### config.mk
export PLATFORM = sky130hd
export DESIGN_NAME = mu0_ctrl_seq
export DESIGN_NICKNAME = d
export VERILOG_FILES = /design/src/rtl/mu0_ctrl_seq.sv
export SDC_FILE = /design/constraint.sdc
export NUM_CORES = 1
export LEC_CHECK = 0
export BUFFER_PORTS_ARGS = -buffer_cell sky130_fd_sc_hd__buf_2
export CAP_MARGIN = 20
export CORE_UTILIZATION = 47
export DETAILED_ROUTE_END_ITERATION = 16
export PLACE_DENSITY = 0.75
export SLEW_MARGIN = 20
export SYNTH_ARGS = -nofsm -noshare
export SYNTH_HDL_FRONTEND = slang
export SYNTH_SLANG_ARGS = --single-unit
### constraint.sdc
create_clock -name i_clk -period 1.4 [get_ports i_clk]
set_input_delay 0.14 -clock i_clk [delete_from_list [all_inputs] [get_ports i_clk]]
set_output_delay 0.14 -clock i_clk [all_outputs]
set_load 0.005 [all_outputs]
### src/rtl/mu0_ctrl_seq.sv
// ---------------------------------------------------------------------------
// mu0_ctrl_seq
// Control sequencer for the multi-cycle MU0 CPU. Steps through the
// FETCH_ADDR / FETCH_DATA / EXEC_ADDR / EXEC_DATA phases, decodes the opcode
// into datapath strobes and manages the memory req/ack handshake, including
// a data-phase timeout fault, single-step parking, a saturating
// retired-instruction counter and illegal-opcode trapping.
//
// State table:
//   state      | code | meaning
//   FETCH_ADDR | 0    | present PC to memory, start instruction fetch
//   FETCH_DATA | 1    | wait for instruction word, load IR and bump PC on ack
//   EXEC_ADDR  | 2    | decode; memory ops present operand, others retire
//   EXEC_DATA  | 3    | operand transfer, ACC update on ack, then retire
//   HALTED     | 4    | STP executed, terminal until reset
//   STEP_WAIT  | 5    | single-step park after retire, released by step
//   FAULT      | 6    | illegal opcode or memory timeout, terminal until reset
//
// Ports:
//   i_clk, i_rst        clock (rising edge), async active-high reset
//   i_opcode            instruction register opcode field
//   i_acc_zero/neg      accumulator flags for conditional jumps
//   i_mem_ack           memory completion for the current request
//   i_step_mode/i_step  single-step control
//   o_running/o_fault   run status
//   o_state             current state code (see table)
//   o_mem_req/we        memory request / write
//   o_addr_sel          address mux: 0 = PC, 1 = operand
//   o_ir_load, o_pc_inc, o_pc_load, o_acc_load, o_acc_op, o_out_valid
//                       single-cycle datapath strobes
//   o_instr_count       retired instructions, saturating
// ---------------------------------------------------------------------------
module mu0_ctrl_seq #(
    parameter int OPCODE_W = 4,
    parameter int TIMEOUT  = 15,
    parameter int CNT_W    = 16
) (
    input  logic                i_clk,
    input  logic                i_rst,
    input  logic [OPCODE_W-1:0] i_opcode,
    input  logic                i_acc_zero,
    input  logic                i_acc_neg,
    input  logic                i_mem_ack,
    input  logic                i_step_mode,
    input  logic                i_step,
    output logic                o_running,
    output logic                o_fault,
    output logic [2:0]          o_state,
    output logic                o_mem_req,
    output logic                o_mem_we,
    output logic                o_addr_sel,
    output logic                o_ir_load,
    output logic                o_pc_inc,
    output logic                o_pc_load,
    output logic                o_acc_load,
    output logic [1:0]          o_acc_op,
    output logic                o_out_valid,
    output logic [CNT_W-1:0]    o_instr_count
);

    localparam logic [2:0] S_FETCH_ADDR = 3'd0;
    localparam logic [2:0] S_FETCH_DATA = 3'd1;
    localparam logic [2:0] S_EXEC_ADDR  = 3'd2;
    localparam logic [2:0] S_EXEC_DATA  = 3'd3;
    localparam logic [2:0] S_HALTED     = 3'd4;
    localparam logic [2:0] S_STEP_WAIT  = 3'd5;
    localparam logic [2:0] S_FAULT      = 3'd6;

    localparam logic [3:0] OP_LDA = 4'h0;
    localparam logic [3:0] OP_STO = 4'h1;
    localparam logic [3:0] OP_ADD = 4'h2;
    localparam logic [3:0] OP_SUB = 4'h3;
    localparam logic [3:0] OP_JMP = 4'h4;
    localparam logic [3:0] OP_JGE = 4'h5;
    localparam logic [3:0] OP_JNE = 4'h6;
    localparam logic [3:0] OP_STP = 4'h7;
    localparam logic [3:0] OP_OUT = 4'h8;

    // The wait counter only ever needs to reach TIMEOUT-1: the no-ack cycle
    // seen with that value is the last one allowed.
    localparam int              WC_W    = (TIMEOUT > 1) ? $clog2(TIMEOUT) : 1;
    localparam logic [WC_W-1:0] WC_LAST = (TIMEOUT > 0) ? WC_W'(TIMEOUT - 1) : '0;

    logic [2:0]       r_state;
    logic [3:0]       r_opcode;
    logic [WC_W-1:0]  r_wait_cnt;
    logic [CNT_W-1:0] r_count;

    logic [2:0] w_next;
    logic [2:0] w_retire_next;
    logic [3:0] w_op4;
    logic       w_op_hi_nz;
    logic       w_op_mem;
    logic       w_op_legal;
    logic       w_data_phase;
    logic       w_timeout;
    logic       w_retire;
    logic       w_ir_load;
    logic       w_pc_inc;
    logic       w_pc_load;
    logic       w_acc_load;
    logic [1:0] w_acc_op;
    logic       w_out_valid;
    logic       w_mem_req;
    logic       w_mem_we;
    logic       w_addr_sel;

    assign w_op4      = 4'(i_opcode);
    assign w_op_hi_nz = |(i_opcode >> 4);
    assign w_op_mem   = !w_op_hi_nz && (w_op4 <= OP_SUB);
    assign w_op_legal = !w_op_hi_nz && (w_op4 <= OP_OUT);

    assign w_data_phase  = (r_state == S_FETCH_DATA) || (r_state == S_EXEC_DATA);
    assign w_timeout     = (TIMEOUT != 0) && w_data_phase && !i_mem_ack
                           && (r_wait_cnt == WC_LAST);
    assign w_retire_next = i_step_mode ? S_STEP_WAIT : S_FETCH_ADDR;

    always_comb begin
        w_next      = r_state;
        w_retire    = 1'b0;
        w_ir_load   = 1'b0;
        w_pc_inc    = 1'b0;
        w_pc_load   = 1'b0;
        w_acc_load  = 1'b0;
        w_acc_op    = 2'b00;
        w_out_valid = 1'b0;
        case (r_state)
            S_FETCH_ADDR: w_next = S_FETCH_DATA;
            S_FETCH_DATA: begin
                if (i_mem_ack) begin
                    w_ir_load = 1'b1;
                    w_pc_inc  = 1'b1;
                    w_next    = S_EXEC_ADDR;
                end else if (w_timeout) begin
                    w_next = S_FAULT;
                end
            end
            S_EXEC_ADDR: begin
                if (!w_op_legal) begin
                    w_next = S_FAULT;
                end else if (w_op_mem) begin
                    w_next = S_EXEC_DATA;
                end else begin
                    w_retire = 1'b1;
                    w_next   = (w_op4 == OP_STP) ? S_HALTED : w_retire_next;
                    case (w_op4)
                        OP_JMP:  w_pc_load   = 1'b1;
                        OP_JGE:  w_pc_load   = !i_acc_neg;
                        OP_JNE:  w_pc_load   = !i_acc_zero;
                        OP_OUT:  w_out_valid = 1'b1;
                        default: ;
                    endcase
                end
            end
            S_EXEC_DATA: begin
                if (i_mem_ack) begin
                    w_retire = 1'b1;
                    w_next   = w_retire_next;
                    case (r_opcode)
                        OP_LDA: begin w_acc_load = 1'b1; w_acc_op = 2'b00; end
                        OP_ADD: begin w_acc_load = 1'b1; w_acc_op = 2'b01; end
                        OP_SUB: begin w_acc_load = 1'b1; w_acc_op = 2'b10; end
                        default: ;
                    endcase
                end else if (w_timeout) begin
                    w_next = S_FAULT;
                end
            end
            S_STEP_WAIT: begin
                if (i_step || !i_step_mode) begin
                    w_next = S_FETCH_ADDR;
                end
            end
            default: ;
        endcase
    end

    // Memory-side outputs. EXEC_ADDR presents the operand address for memory
    // ops straight from the live opcode, since the latch only lands at the
    // end of that cycle.
    always_comb begin
        w_mem_req  = 1'b0;
        w_mem_we   = 1'b0;
        w_addr_sel = 1'b0;
        case (r_state)
            S_FETCH_ADDR, S_FETCH_DATA: w_mem_req = 1'b1;
            S_EXEC_ADDR: begin
                w_mem_req  = w_op_mem;
                w_addr_sel = w_op_mem;
                w_mem_we   = w_op_mem && (w_op4 == OP_STO);
            end
            S_EXEC_DATA: begin
                w_mem_req  = 1'b1;
                w_addr_sel = 1'b1;
                w_mem_we   = (r_opcode == OP_STO);
            end
            default: ;
        endcase
    end

    always_ff @(posedge i_clk or posedge i_rst) begin
        if (i_rst) begin
            r_state    <= S_FETCH_ADDR;
            r_opcode   <= 4'h0;
            r_wait_cnt <= '0;
            r_count    <= '0;
        end else begin
            r_state <= w_next;
            if (r_state == S_EXEC_ADDR) begin
                r_opcode <= w_op4;
            end
            if ((w_next == S_FETCH_DATA && r_state != S_FETCH_DATA) ||
                (w_next == S_EXEC_DATA  && r_state != S_EXEC_DATA)) begin
                r_wait_cnt <= '0;
            end else if (w_data_phase && !i_mem_ack) begin
                r_wait_cnt <= r_wait_cnt + WC_W'(1);
            end
            if (w_retire && (r_count != '1)) begin
                r_count <= r_count + CNT_W'(1);
            end
        end
    end

    // Request lines are gated by reset so an in-flight access is dropped
    // the moment reset asserts, not at the next edge.
    assign o_mem_req     = w_mem_req & ~i_rst;
    assign o_mem_we      = w_mem_we & ~i_rst;
    assign o_addr_sel    = w_addr_sel;
    assign o_running     = (r_state != S_HALTED) && (r_state != S_FAULT);
    assign o_fault       = (r_state == S_FAULT);
    assign o_state       = r_state;
    assign o_ir_load     = w_ir_load;
    assign o_pc_inc      = w_pc_inc;
    assign o_pc_load     = w_pc_load;
    assign o_acc_load    = w_acc_load;
    assign o_acc_op      = w_acc_op;
    assign o_out_valid   = w_out_valid;
    assign o_instr_count = r_count;

endmodule

==> run_results.csv <==
group,metric,value,unit
timing,fin_crit,1.77,ns
pwr,power,4.07,mW
worst_setup_path,cp-end-kind,"primary output",
synthesis,ys_async_sr_fraction,100,%
outcome,outcome,"finished, violations left",
timing,max_freq,0.563,GHz
grt,grt_max_degree,15,
synthesis,syn_area_per_cell,10.0,um2
timing,holdWs,0.145,ns
worst_setup_path,r2r_slack,-0.34,ns
pwr,p_leak,1.32,nW
timing,rsz0062_at_grt,"yes",
clock_network,htree_num_levels,1,
timing,finClkSkew,0.00615,ns
floorplanning,fp-row-count,20,
placed_design,port_buffers,41,
synthesis,yosysUniqueCellTypes,42,
pwr,internal_power,2.42,mW
floorplanning,die_h,60.3,um
final_layout,design_area,2660,um2
timing,hold_violations,0,
placed_design,gp_congestion,0.850,
pwr,max-vdd-ir-drop,1.12,mV
floorplanning,core_area,3130,um2
clock_network,clk_latency,0.32,ns
pwr,pwr-share-clk,8.0,%
worst_setup_path,path_class,"flip-flop to primary output",
routing,vias,1665,
worst_setup_path,crit_arrival,1.63,ns
grt,antenna_found_initial,0,
routing,routed_wl,5340,um
clock_network,cts.clk_slew.worst_paths,0.13,ns
routing,ant_nets,0,
routing,drtIter0Drc,76,
timing,timing.final.crit_share,127,%
timing,fin_ws,-0.375,ns
grt,grt_pass1_vias,1703,
routing,first_pass_iters,4,
synthesis,synth_top_area_share,42.3,%
worst_setup_path,critPathLaunchType,"flip-flop",
placed_design,placed_cells,282,
floorplanning,die_area,3640,um2
synthesis,ys_seq_area_share,42.3,%
grt,grt_usage,28.2,%
synthesis,synth_fp_nets,173,
worst_setup_path,cp_max_fo,3,
grt,grt_overflow,0,
outcome,violations,"setup timing",
timing,relSlewSlack,70.2,%
final_layout,drive_gt1_share,59.6,%
clock_network,clock_tree.root_cell,"clkbuf_4",
flow_run,cap_viol_max_count,0,
pwr,seqPwrFrac,28.6,%
synthesis,syn_area,1600,um2
routing,drc,0,
floorplanning,ios,42,
timing,drv_slew,0,
hold_path,hold_class,"input port to flip-flop",
final_layout,area_growth,66.7,%
synthesis,synth.most_common_cell,"dfrtp_1",
final_layout,fillers,145,
routing,vias_per_cell,5.48,
clock_network,cts_tree,"built",
pwr,power_density,1530,nW/um2
pwr,sw_frac_of_total,40.6,%
timing,worstMarginPinSlew,0.447,ns
synthesis,yosys.area.top_type,"dfrtp_1",
final_layout,diodes,0,
clock_network,cts_max_path_buffers,2,
timing,tns,-8.42,ns
synthesis,syn_inst,159,
pwr,power_frac_comb,63.4,%
floorplanning,initial_utilization,51.1,%
synthesis,ys_top_cells_by_area,"dfrtp_1 (42%), xnor2_1 (8.2%), and3_1 (2.7%)",
clock_network,numCtsBuffers,3,
placed_design,dp_hpwl,3110,um
pwr,p_switching,1.66,mW
clock_network,cts_sinks,27,
synthesis,synth_edf_count,0,
grt,grt_pass1_wl,7580,um
synthesis,ys_warn_count,0,
placed_design,place_area,2190,um2
final_layout,fin_util,85.2,%
synthesis,ys_ff_latch,27,
synthesis,synthTopCellsByCount,"dfrtp_1 (27), xnor2_1 (15), nand2_1 (11), nor2_1 (11), nand3_1 (8)",
worst_setup_path,worst-endpoint-required,1.26,ns
synthesis,ys.flop_type,"dfrtp_1",
timing,setup-violations-final,36,
placed_design,place_ws,-0.198,ns
final_layout,layout.nets,275,
floorplanning,fp.dieW,60.3,um
routing,wl_per_cell,17.6,um
final_layout,final_cell_count_no_fill,304,
cells in the final DEF, fill, tap and decap left out, drive strengths merged, types with 2 or more instances in the layout:
cell	netlist	final
dfrtp	27	27
nand4	7	7
nand2b	2	2
clkbuf	3	4
nand2	11	11
a211oi	2	2
nand3	8	8
and4	4	4
nor2	11	11
ha	3	3
nor3b	2	2
xor2	3	3
xnor2	15	15
mux2	3	3
o21ai	6	6
a221oi	2	2
nor3	4	4
inv	6	6
nor4	3	3
nor2b	5	5
and3	7	7
a21oi	3	3
nor4b	3	3
buf	7	106
path summary, 6_finish.rpt:
path                              startpoint                end  cells after the start
setup / recovery                 r_opcode[2]           o_mem_we                      4
hold / removal                     i_mem_ack         o_state[1]                      2
setup reg to reg           o_instr_count[14]  o_instr_count[14]                      6
hold reg to reg            o_instr_count[14]  o_instr_count[14]                      1
max in group asynchronous              i_rst   o_instr_count[9]                      4
min in group asynchronous              i_rst         o_state[1]                      3
critical path, cell delays in order (launching register included):
cell and delay (ns):
dfrtp_1 0.46, nor4b_2 0.33, a22oi_1 0.13, nor3_1 0.23
buf_2 0.17
state kept, by name, summed over array words and instances (netlist names):
signal         flops
o_state            3
r_wait_cnt         4
r_opcode           4
o_instr_count     16
routing by layer:
metal | up-vias | global-route usage (%) | wire length [um]
met2 | 69 | 53.7 | 2870
li1 | 772 | - | -
met1 | 806 | 32.0 | 2120
met3 | 18 | 2.81 | 169
met5 | - | 0 | 0
met4 | 0 | 10.6 | 187
power by group through the flow:
stage / registers [mW] / clock network (mW) / logic (mW)
global placement: 1.17 / 0 / 1.62
detailed placement: 1.18 / 0 / 1.70
floorplan: 1.18 / 0 / 0.903
global route: 1.18 / 0.365 / 2.73
finish: 1.16 / 0.325 / 2.58
CTS: 1.13 / 0.333 / 2.25
cell type report:
cell class | count | area [um2] | area share [%]
clock buffer | 4 | 26.3 | 0.986
sequential | 27 | 678 | 25.5
inverter | 6 | 22.5 | 0.845
tap | 44 | 55.1 | 2.07
timing repair buffer | 107 | 767 | 28.8
multi-input combinational | 116 | 1110 | 41.9
kinds of logic after synthesis:
group,share of synthesized area (%)
and+or+nand+nor,26.4
AOI/OAI and AO/OA,10.9
xor gates and xnor gates,9.87
muxes,2.74
DFF,42.3
buffers and inverters,5.48
adders and majority gates,2.35
what timing repair did:
action                                  4_1_cts  5_1_grt
buffers inserted                             22        5
endpoints found under the setup margin       36       39
gates resized for setup                      38       32
hold buffers                                  1        0
endpoints found under the hold margin        27        0
pin swaps                                    26       16
No activity file was read; power rests on OpenSTA's default activity.
